$ cat src/rtl/sll_seq_shifter_pkg.sv
// Shared definitions for the sequential ALU side units (shifters, multiplier).
package sll_seq_shifter_pkg;

    typedef enum logic [1:0] {
        IDLE  = 2'd0,
        SHIFT = 2'd1,
        FIN   = 2'd2
    } shift_state_t;

    localparam int unsigned DEFAULT_W = 8;
    localparam int unsigned CNTW      = $clog2(DEFAULT_W + 2);

    // Counter width for a given data width; the count is clamped to w+1.
    function automatic int unsigned cnt_width(input int unsigned w);
        return $clog2(w + 2);
    endfunction

endpackage

$ cat src/rtl/sll_seq_shifter_if.sv
// Start/busy/done handshake and operand/result bus of the sequential left shifter.
interface sll_seq_shifter_if #(
    parameter int unsigned W  = 8,
    parameter int unsigned SW = 8
);
    logic          START;
    logic [W-1:0]  A;
    logic [SW-1:0] B;
    logic          BUSY;
    logic          DONE;
    logic [W-1:0]  Z;
    logic          CARRY;

    modport master (
        output START, A, B,
        input  BUSY, DONE, Z, CARRY
    );

    modport slave (
        input  START, A, B,
        output BUSY, DONE, Z, CARRY
    );
endinterface

$ cat src/rtl/sll_seq_shifter.sv
// Iterative logical left shifter: Z = A << B, one bit per clock, with last bit out as CARRY.
module sll_seq_shifter
    import sll_seq_shifter_pkg::*;
#(
    parameter int unsigned W  = 8,
    parameter int unsigned SW = 8
) (
    input  logic               clk,
    input  logic               reset_n,
    sll_seq_shifter_if.slave   bus
);

    localparam int unsigned    CW      = cnt_width(W);
    localparam logic [CW-1:0]  CNT_MAX = CW'(W + 1);

    shift_state_t  state, state_n;
    logic [W-1:0]  acc, acc_n;
    logic [W-1:0]  z_q, z_n;
    logic          cy, cy_n;
    logic          carry_q, carry_n;
    logic [CW-1:0] cnt, cnt_n;
    logic [CW-1:0] load_cnt;

    // Any amount beyond W+1 gives the same result and timing as W+1.
    always_comb begin
        if (32'(bus.B) > (W + 1)) begin
            load_cnt = CNT_MAX;
        end else begin
            load_cnt = CW'(bus.B);
        end
    end

    always_comb begin
        state_n = state;
        acc_n   = acc;
        cy_n    = cy;
        cnt_n   = cnt;
        z_n     = z_q;
        carry_n = carry_q;
        case (state)
            IDLE, FIN: begin
                if (bus.START) begin
                    acc_n   = bus.A;
                    cy_n    = 1'b0;
                    cnt_n   = load_cnt;
                    state_n = SHIFT;
                end else begin
                    state_n = IDLE;
                end
            end
            SHIFT: begin
                if (cnt != '0) begin
                    acc_n = {acc[W-2:0], 1'b0};
                    cy_n  = acc[W-1];
                    cnt_n = cnt - CW'(1);
                end else begin
                    z_n     = acc;
                    carry_n = cy;
                    state_n = FIN;
                end
            end
            default: begin
                state_n = IDLE;
            end
        endcase
    end

    always_ff @(posedge clk) begin
        if (!reset_n) begin
            state   <= IDLE;
            acc     <= '0;
            cy      <= 1'b0;
            cnt     <= '0;
            z_q     <= '0;
            carry_q <= 1'b0;
        end else begin
            state   <= state_n;
            acc     <= acc_n;
            cy      <= cy_n;
            cnt     <= cnt_n;
            z_q     <= z_n;
            carry_q <= carry_n;
        end
    end

    assign bus.BUSY  = (state == SHIFT);
    assign bus.DONE  = (state == FIN);
    assign bus.Z     = z_q;
    assign bus.CARRY = carry_q;

endmodule

$ cat src/flat_wrapper.sv
// flat-port wrapper written by rule: the top's interface ports become plain ports
module sll_seq_shifter_flat import sll_seq_shifter_pkg::*;
#(
    parameter int unsigned W  = 8,
    parameter int unsigned SW = 8
)
  (clk, reset_n, bus_START, bus_A, bus_B, bus_BUSY, bus_DONE, bus_Z, bus_CARRY);
  sll_seq_shifter_if #(.W(W), .SW(SW)) bus_i ();
  input  logic clk;
  input  logic reset_n;
  input wire logic [$bits(bus_i.START)-1:0] bus_START;
  input wire logic [$bits(bus_i.A)-1:0] bus_A;
  input wire logic [$bits(bus_i.B)-1:0] bus_B;
  output wire logic [$bits(bus_i.BUSY)-1:0] bus_BUSY;
  output wire logic [$bits(bus_i.DONE)-1:0] bus_DONE;
  output wire logic [$bits(bus_i.Z)-1:0] bus_Z;
  output wire logic [$bits(bus_i.CARRY)-1:0] bus_CARRY;
  assign bus_i.START = bus_START;
  assign bus_i.A = bus_A;
  assign bus_i.B = bus_B;
  assign bus_BUSY = bus_i.BUSY;
  assign bus_DONE = bus_i.DONE;
  assign bus_Z = bus_i.Z;
  assign bus_CARRY = bus_i.CARRY;
  sll_seq_shifter #(.W(W), .SW(SW)) u_core (.clk(clk), .reset_n(reset_n), .bus(bus_i));
endmodule
$ cat config.mk
export PLATFORM = sky130hd
export DESIGN_NAME = sll_seq_shifter_flat
export DESIGN_NICKNAME = d
export VERILOG_FILES = /design/src/rtl/sll_seq_shifter_pkg.sv /design/src/rtl/sll_seq_shifter_if.sv /design/src/rtl/sll_seq_shifter.sv /design/src/flat_wrapper.sv
export SDC_FILE = /design/constraint.sdc
export NUM_CORES = 1
export LEC_CHECK = 0
export ABC_AREA = 1
export BUFFER_PORTS_ARGS = -buffer_cell sky130_fd_sc_hd__buf_2
export CAP_MARGIN = 5
export CORE_ASPECT_RATIO = 1.25
export CORE_MARGIN = 3
export CORE_UTILIZATION = 51
export DETAILED_ROUTE_END_ITERATION = 6
export PLACE_DENSITY = 0.84
export SYNTH_ARGS = -nofsm -noshare
export SYNTH_HDL_FRONTEND = slang
export SYNTH_SLANG_ARGS = --single-unit
$ cat constraint.sdc
create_clock -name clk -period 1.48 [get_ports clk]
set_clock_uncertainty 0.05 [all_clocks]
set_input_delay 0.074 -clock clk [delete_from_list [all_inputs] [get_ports clk]]
set_output_delay 0.074 -clock clk [all_outputs]
set_load 0.01 [all_outputs]
==> results.txt <==
Pre-Repair DR Iteration Count - 4
Mux cell area share after synthesis - 0%
Initial Utilization - 56.8%
Peak Freq - 735 MHz
Simple-gate area share of the yosys netlist - 36.4%
Adder-cell share of the synthesized area - 2.10%
Vias in the first global route - 1,077
Hold WS - -0.00199 ns
# diodes - 0
Pleak - 0.750 nW
Vias per cell - 4.99
Final WL - 2.71 mm
Total chip power - 1.56 mW
Slew headroom - 74.9%
Syn Inst Count - 166
Via count - 1,143
Critical Path Fanout Max - 9
Total I/O pin count - 30
Req. time, crit path - 1.69 ns
RSZ-0062 raised after global routing - false
Rows - 18
Peak supply drop - 0.827 mV
Port-buffer cells - 29
Antenna Nets Post-Route - 0
R2R cell count - 8
Number of DRC markers in iteration 0 - 23
DIE HEIGHT - 60.0 µm
Root Buffer - clkbuf_4
Most frequent cells in the layout - nand2_1, buf_2, dfxtp_1, inv_1
Share of the synthesized area in the top cell type - 40.4%
Failing checks - hold timing
Ranking of synthesized cells by area - dfxtp_1, nand2_1, inv_1
Share of cells above drive strength 1 - 24.6%
Synthesized Nets - 187
Reg-to-Reg End - u_core.cy
Die W - 49.2 µm
Critical R2R Launch - u_core.cnt[1]
Skew-Pair Late Insertion Delay - 0.32 ns
Sequential-to-total area share from yosys stat - 40.4%
Final slew viol count - 0
Setup crit start kind - flip-flop
Core region area - 2090 µm²
Synth Area in Compound Gates - 10.5%
H-tree depth - 1
Fin crit share - 91.9%
Largest net degree at the start of global routing - 19
Combinational family with the most area after synthesis - simple AND/OR/NAND/NOR gates
HP Class - input pin to flip-flop
DRC viols - 0
Tightest Pin Transition - 0.376 ns
DIE AREA - 2950 µm²
Critical-path top delay cell - dfxtp_1
Final worst path period need - 1.36 ns
Xor and xnor area share after synthesis - 0%
Crit path launch - u_core.cnt[1]
Reg2reg setup slack - 0.12 ns
WL/cell - 11.8 µm
Post-layout net count - 221
CTS sink cnt - 24
Ys Warns - 0
WP data arrival - 1.57 ns
Pwr Density - 1090 nW/µm²
Hpwl dp - 1.92 mm
Critical Path Max Stage Delay - 0.34 ns
GRT met2 Usage - 38.1%
Cells along the critical path - inv_1 -> ha_1 -> nand2_2 -> nand2_4 -> nand2_8 -> nor2_8 -> nand2_1 -> o21ai_1
Leading area contributor after synthesis - dfxtp_1
Total gr overflow - 0
Worst setup path category - flip-flop to flip-flop
Setup TNS - 0 ns
Final setup violation count - 0
Clock-pin slew on the worst setup and hold paths - 0.13 ns
Met3 usage - 2.99%
Worst Hold Depth - 5
Post-CTS Setup Bufs - 0
GPL Wtd Cong - 0.889
Clock buffer depth - 2
Gr busiest metal - met2
Num CTS Buffers - 3
Syn Std Cell Area - 1190 µm²
CP Capture Type - flip-flop
First-pass GRT wire length - 4.55 mm
CTS tree - done
Final hold vios - 1
Max-Cap Viols - 0
Library cells used by synthesis - 21
Worst setup endpoint - u_core.cy
Status - finished with violations
GRT Resource Usage Total - 20.1%
Flops & latches, synth - 24
Area Growth Syn to Fin - 20.2%
Routing usage on met1 - 21.1%
Most common cell after layout, fill and taps aside - nand2_1
Initial antenna violation count - 0
Syn_area_per_cell - 7.17 µm²
Min-delay src - bus_A[4]
==> report_power, final <==
part	switching (mW)	internal, mW	total [mW]
Clock	0.201	0.274	0.475
Sequential	0.0349	0.695	0.730
Combinational	0.224	0.128	0.352
Total	0.460	1.10	1.56
==> state kept, by name, summed over array words and instances, names as in the netlist <==
register / cells
u_core.cnt: 4
u_core.state: 2
u_core.bus.CARRY: 1
u_core.cy: 1
u_core.bus.Z: 8
u_core.acc: 8
==> synthesized netlist by cell type <==
cell type / number
inv_2: 2
nor2_2: 1
buf_6: 2
o21ai_1: 15
nand2_8: 1
nand2_2: 3
nand2_4: 3
o21ai_0: 4
nand3_1: 15
a21oi_1: 6
nand3b_1: 1
inv_4: 1
nand2_1: 47
nor2_1: 13
dfxtp_1: 24
inv_1: 20
nor2_8: 2
clkinv_2: 1
ha_1: 2
buf_2: 2
nand4_1: 1
==> what timing repair did <==
item / CTS / global route
endpoints found under the hold margin: 3 / 0
setup endpoints to repair: 0 / 1
gates resized for setup: 0 / 1
hold buffers: 3 / 0
==> critical path, delay by kind of cell (launching register included) <==
kind / cells / cell delay [ns]
simple gates: 5 / 0.55
flops: 1 / 0.34
fa+ha+maj: 1 / 0.17
buf+inv: 1 / 0.10
compound gates: 1 / 0.08
==> how the worst min path moves through the flow <==
stage	endpoint
CTS	u_core.acc[5]
finish	u_core.acc[4]
global route	u_core.acc[4]
detailed placement	u_core.acc[0]
floorplan	u_core.acc[0]
global placement	u_core.acc[0]
==> kinds of logic after synthesis <==
kind of cell,after synthesis
adders and majority gates,2
AOI/OAI and AO/OA,25
DFF,24
and+or+nand+nor,87
buffers and inverters,28
==> layer usage <==
metal | up-vias | share of wire, %
li1 | 588 | -
met1 | 516 | 38
met2 | 29 | 55
met3 | 10 | 3.7
met4 | 0 | 3.6
met5 | - | 0
==> area by class of cell <==
| cell class | instances | area [µm²] |
|---|---|---|
| Fill cell | 193 | 664 |
| Multi-Input combinational cell | 114 | 583 |
| Sequential cell | 24 | 480 |
| Timing Repair Buffer | 33 | 183 |
| Inverter | 24 | 93.8 |
| Tap cell | 30 | 37.5 |
| Clock inverter | 1 | 30.0 |
| Clock buffer | 3 | 22.5 |
==> metrics by stage <==
step / instances / util, % / hold slack (ns) / setup slack (ns) / area [µm²]
final: 229 / 68.3 / -0.00199 / 0.119 / 1430
after global routing: 229 / 68.3 / 0.0187 / 0.0157 / 1430
after CTS: 229 / 68.3 / 0.0000563 / 0.0655 / 1430
after detailed placement: 222 / 64.3 / 0.284 / 0.123 / 1350
after global placement: 222 / 64.3 / 0.286 / 0.160 / 1350
after floorplan: 166 / - / 0.164 / 0.231 / 1190
No activity file was read; power rests on OpenSTA's default activity.
